--- config.mk ---
export PLATFORM = sky130hd
export DESIGN_NAME = uart_rx
export DESIGN_NICKNAME = d
export VERILOG_FILES = /design/src/rtl/uart_rx.sv
export SDC_FILE = /design/constraint.sdc
export NUM_CORES = 1
export LEC_CHECK = 0
export ABC_AREA = 0
export BUFFER_PORTS_ARGS = -buffer_cell sky130_fd_sc_hd__clkbuf_2
export CAP_MARGIN = 40
export CORE_UTILIZATION = 25
export CTS_CLUSTER_SIZE = 24
export DETAILED_ROUTE_END_ITERATION = 7
export GPL_TIMING_DRIVEN = 0
export PLACE_DENSITY = 0.51
export REMOVE_ABC_BUFFERS = 1
export SKIP_LAST_GASP = 1
export SLEW_MARGIN = 20
export SYNTH_ARGS = -nofsm -noshare
export SYNTH_HDL_FRONTEND = slang
export SYNTH_SLANG_ARGS = --single-unit
--- constraint.sdc ---
create_clock -name clock -period 1.85 [get_ports clock]
set_input_delay 0 -clock clock [delete_from_list [all_inputs] [get_ports clock]]
set_output_delay 0 -clock clock [all_outputs]
set_load 0.01 [all_outputs]
--- src/rtl/uart_rx.sv ---
// 8N1 UART receiver, LSB first. It validates the start bit at mid-bit and samples each data and stop bit at its centre.
// Received bytes leave on a valid/ready handshake, with one-cycle frame_err and overrun pulses.
module uart_rx #(
  parameter int N_CYCLES = 434
) (
  input  logic       clock,
  input  logic       reset,
  input  logic       rx,
  output logic [7:0] data,
  output logic       valid,
  input  logic       ready,
  output logic       frame_err,
  output logic       overrun
);

  // state | meaning
  // IDLE  | line idle, waiting for a falling edge on rxs
  // START | counting to mid start bit, then confirming it is still low
  // DATA  | sampling the 8 data bits at their centres
  // STOP  | sampling the stop bit, then delivering the byte or flagging a framing error
  // BREAK | line held low after a framing error; wait for it to go high
  typedef enum logic [2:0] {
    S_IDLE,
    S_START,
    S_DATA,
    S_STOP,
    S_BREAK
  } state_t;

  localparam logic [11:0] HALF_M1 = 12'(N_CYCLES / 2 - 1);
  localparam logic [11:0] FULL_M1 = 12'(N_CYCLES - 1);

  state_t      state_q, state_d;
  logic        sync_q, rxs_q;
  logic [11:0] n_clks_q, n_clks_d;
  logic [2:0]  n_bits_q, n_bits_d;
  logic [7:0]  shift_q, shift_d;
  logic [7:0]  data_q, data_d;
  logic        valid_q, valid_d;
  logic        frame_err_q, frame_err_d;
  logic        overrun_q, overrun_d;

  always_ff @(posedge clock) begin
    if (reset) begin
      sync_q      <= 1'b1;
      rxs_q       <= 1'b1;
      state_q     <= S_IDLE;
      n_clks_q    <= '0;
      n_bits_q    <= '0;
      shift_q     <= '0;
      data_q      <= '0;
      valid_q     <= 1'b0;
      frame_err_q <= 1'b0;
      overrun_q   <= 1'b0;
    end else begin
      sync_q      <= rx;
      rxs_q       <= sync_q;
      state_q     <= state_d;
      n_clks_q    <= n_clks_d;
      n_bits_q    <= n_bits_d;
      shift_q     <= shift_d;
      data_q      <= data_d;
      valid_q     <= valid_d;
      frame_err_q <= frame_err_d;
      overrun_q   <= overrun_d;
    end
  end

  always_comb begin
    state_d     = state_q;
    n_clks_d    = n_clks_q;
    n_bits_d    = n_bits_q;
    shift_d     = shift_q;
    data_d      = data_q;
    valid_d     = valid_q;
    frame_err_d = 1'b0;
    overrun_d   = 1'b0;

    if (valid_q && ready) valid_d = 1'b0;

    unique case (state_q)
      S_IDLE: begin
        if (!rxs_q) begin
          state_d  = S_START;
          n_clks_d = '0;
        end
      end
      S_START: begin
        if (n_clks_q == HALF_M1) begin
          if (!rxs_q) begin
            state_d  = S_DATA;
            n_clks_d = '0;
            n_bits_d = '0;
          end else begin
            state_d = S_IDLE;
          end
        end else begin
          n_clks_d = n_clks_q + 12'd1;
        end
      end
      S_DATA: begin
        if (n_clks_q == FULL_M1) begin
          shift_d[n_bits_q] = rxs_q;
          n_clks_d          = '0;
          n_bits_d          = n_bits_q + 3'd1;
          if (n_bits_q == 3'd7) state_d = S_STOP;
        end else begin
          n_clks_d = n_clks_q + 12'd1;
        end
      end
      S_STOP: begin
        if (n_clks_q == FULL_M1) begin
          n_clks_d = '0;
          if (rxs_q) begin
            // An accept in this same cycle frees the output register for the new byte.
            if (!valid_q || ready) begin
              data_d  = shift_q;
              valid_d = 1'b1;
            end else begin
              overrun_d = 1'b1;
            end
            state_d = S_IDLE;
          end else begin
            frame_err_d = 1'b1;
            state_d     = S_BREAK;
          end
        end else begin
          n_clks_d = n_clks_q + 12'd1;
        end
      end
      S_BREAK: begin
        if (rxs_q) state_d = S_IDLE;
      end
      default: state_d = S_IDLE;
    endcase
  end

  assign data      = data_q;
  assign valid     = valid_q;
  assign frame_err = frame_err_q;
  assign overrun   = overrun_q;

endmodule

==> impl_metrics.tcl <==
set metrics [dict create \
    status "finished, violations left" \
    failed_checks "setup timing" \
    met3RoutedLength_um 167 \
    htreeDepth 2 \
    endpoint_kind "flip-flop" \
    initial_utilization_pct 25.7 \
    max_clock_freq_mhz 535 \
    std_cell_rows 33 \
    netSwitchingFraction_pct 26.4 \
    unrepaired_setup_endpoints_after_global_routing "true" \
    final_nets 260 \
    globalRoute.totalOverflow 0 \
    routed_wl_um 4640 \
    design.portCount 15 \
    clkPwrFrac_pct 36.3 \
    required_ns 2.06 \
    mapped_area_mm2 0.00212 \
    met2_length_um 2100 \
    dominantRegCellSynth "sky130_fd_sc_hd__dfxtp_1" \
    fin_worst_skew_ns 0.00501 \
    fp.dieArea_mm2 0.00884 \
    worst-slew-pin-transition_ns 0.776 \
    clkLatencyLatePin_ns 0.29 \
    tritoncts_clock_tree "built" \
    layout_commonest_cell "sky130_fd_sc_hd__dfxtp_1" \
    final_design_area_no_fill_mm2 0.00255 \
    top_layer "met4" \
    synth-async-reset-ratio_pct 0 \
    irDropWorstVdd_mv 0.262 \
    timing.final.ws_setup_ns -0.0190 \
    drt_pass1_iterations 4 \
    detail_route.iter0.violations 81 \
    insertedDiodeCount 0 \
    power_density_mw_per_mm2 630 \
    layout_common_cells "sky130_fd_sc_hd__dfxtp_1 (27), sky130_fd_sc_hd__nor2_1 (18), sky130_fd_sc_hd__mux2i_1 (18), sky130_fd_sc_hd__nand2_1 (17)" \
    cts.path.max_buffers 2 \
    timing.setup.critical_path_class "flip-flop to flip-flop" \
    drv.max_cap_violation_count 0 \
    route.layer.met1.wl_um 2300 \
    routedWlPerCell_um 13.0 \
    clock_sink_count 39 \
    min_period_over_period_pct 101 \
    vias 1757 \
    number_of_global_route_vias_before_repair 1493 \
    synth_edf_count 0 \
    synth.lib_cells_used.distinct 47 \
    ant_nets 0 \
    timing_hold_violations_final 0 \
    tritoncts.num_buffers 5 \
    crit_fanout 5 \
    hold_path_class "input port to flip-flop" \
    syn-mean-instance-area_um2 9.28 \
    combinationalPowerShare_pct 9.9 \
    switchingPower_uw 424 \
    fill_cells 855 \
    post_dp_cell_area_mm2 0.00218 \
    seq_area_frac_synth_pct 36.9 \
    globalRouteTotalUtil_pct 10.6 \
    slew_headroom_pct 48.3 \
    internal-power_mw 1.18 \
    synthesis_warning_total 0 \
    arrival_ns 2.07 \
    period_needed_ns 1.87 \
    cp-start-kind "flip-flop" \
    finalWeightedCongestion 0.748 \
    gate_count_after_technology_mapping 228 \
    area_growth_syn_to_layout_pct 20.4 \
    instances_no_fill 357 \
    io_buffers 14 \
    p_leak_nw 0.874 \
    drc 0 \
    grt_pass1_wl_um 7320 \
    final-setup-viol-count 1 \
    seq_power_share_pct 53.9 \
    clkSlewWorstSetupHoldPaths_ns 0.08 \
    grt_max_degree 41 \
    viasPerCell 4.92 \
    core-area_mm2 0.00822 \
    postSynthRegisterBits 39 \
    die_height_um 94.0 \
    dpl.cell_count 331 \
    post_detailed_placement_half_perimeter_wirelength_um 2720 \
    antenna_found_initial 0 \
    share_of_post_route_cells_with_drive_strength_above_1_pct 31.7 \
    cts.root.buffer_cell "sky130_fd_sc_hd__clkbuf_8" \
    chipWidth_um 94.0 \
    timing_max_transition_violations_final 0 \
]
logic make-up after synthesis:
kind of cell | share of synthesized area [%]
AND/OR/NAND/NOR | 33.2
flip-flops | 36.9
adder cells (fa/ha/maj) | 2.96
multiplexers | 8.52
buffers and inverters | 7.51
AO/OA/AOI/OAI | 10.9
stage by stage:
stage	util (%)	setup TNS (ns)	hold slack, ns	setup WS [ns]	total power [mW]
after detailed placement	26.6	-6.06	0.195	-0.387	0.997
final	31.0	-0.0190	0.386	-0.0190	1.61
after floorplan	-	-0.146	0.0691	-0.0182	0.950
after CTS	29.2	-0.332	0.389	-0.0584	1.61
after global routing	31.0	-0.755	0.426	-0.0837	1.69
after global placement	26.5	-7.78	0.204	-0.399	0.992
power by group through the flow:
stage	Sequential (mW)	Clock, mW	Combinational [mW]
3_3_place_gp	0.884	0	0.109
3_5_place_dp	0.883	0	0.113
5_1_grt	0.867	0.647	0.176
2_1_floorplan	0.879	0	0.0709
6_report	0.865	0.582	0.159
4_1_cts	0.866	0.609	0.130
state kept, by name, indices dropped and copies added (netlist names):
signal     count
data           8
overrun        1
state_q        3
shift_q        8
frame_err      1
n_bits_q       3
sync_q         1
n_clks_q      12
valid          1
rxs_q          1
Yosys cell counts, types with 3 or more instances:
| cell type | n | share of area (%) |
|---|---|---|
| sky130_fd_sc_hd__or2_2 | 5 | 1.5 |
| sky130_fd_sc_hd__o21ai_0 | 6 | 1.4 |
| sky130_fd_sc_hd__nand2_1 | 17 | 3.0 |
| sky130_fd_sc_hd__nand3_1 | 16 | 3.8 |
| sky130_fd_sc_hd__nand2b_1 | 11 | 3.3 |
| sky130_fd_sc_hd__inv_1 | 5 | 0.89 |
| sky130_fd_sc_hd__nor2_1 | 18 | 3.2 |
| sky130_fd_sc_hd__nand3b_1 | 4 | 1.4 |
| sky130_fd_sc_hd__or3_1 | 8 | 2.4 |
| sky130_fd_sc_hd__a31oi_1 | 10 | 3.0 |
| sky130_fd_sc_hd__ha_1 | 5 | 3.0 |
| sky130_fd_sc_hd__a21oi_1 | 5 | 1.2 |
| sky130_fd_sc_hd__nand4b_1 | 5 | 2.1 |
| sky130_fd_sc_hd__nor3_1 | 5 | 1.2 |
| sky130_fd_sc_hd__mux2i_1 | 18 | 8.5 |
| sky130_fd_sc_hd__dfxtp_1 | 39 | 37 |
| sky130_fd_sc_hd__nand4_1 | 7 | 2.1 |
| sky130_fd_sc_hd__buf_2 | 3 | 0.71 |
| sky130_fd_sc_hd__buf_6 | 6 | 3.2 |
final timing paths:
check	start	endpoint	slack [ns]	cells after the start
hold reg to reg	sync_q	rxs_q	0.41	1
setup reg to reg	n_clks_q[1]	n_clks_q[9]	-0.02	7
hold / removal	reset	data[1]	0.39	2
setup / recovery	n_clks_q[1]	n_clks_q[9]	-0.02	7
routing by layer:
| metal | track usage [%] | up-vias |
|---|---|---|
| li1 | - | 883 |
| met1 | 14.5 | 839 |
| met2 | 15.9 | 30 |
| met3 | 2.43 | 5 |
| met4 | 4.23 | 0 |
| met5 | 0 | - |
cell type report:
type / instances / area (µm²) / share of cell area (%)
Sequential cell: 39 / 808 / 31.7
Tap cell: 105 / 131 / 5.16
Inverter: 5 / 21.3 / 0.835
Multi-Input combinational cell: 169 / 1280 / 50.2
Timing Repair Buffer: 31 / 219 / 8.60
Clock inverter: 3 / 20.0 / 0.786
Clock buffer: 5 / 68.8 / 2.70
worst max-delay path: stages (launching register included):
cell,delay [ns]
sky130_fd_sc_hd__dfxtp_4,0.38
sky130_fd_sc_hd__inv_4,0.05
sky130_fd_sc_hd__ha_4,0.15
sky130_fd_sc_hd__and2_4,0.17
sky130_fd_sc_hd__nand4b_1,0.24
sky130_fd_sc_hd__o2111ai_4,0.21
sky130_fd_sc_hd__or3_1,0.41
sky130_fd_sc_hd__a31oi_1,0.17
what timing repair did:
action                                  4_1_cts  5_1_grt
resized for setup                            13       27
endpoints found under the setup margin       28       30
pin swaps                                     5       21
hold buffers                                  2        0
buffers inserted                              7        7
endpoints found under the hold margin         3        0
gates cloned                                  0        2
No activity file was read; power rests on OpenSTA's default activity.
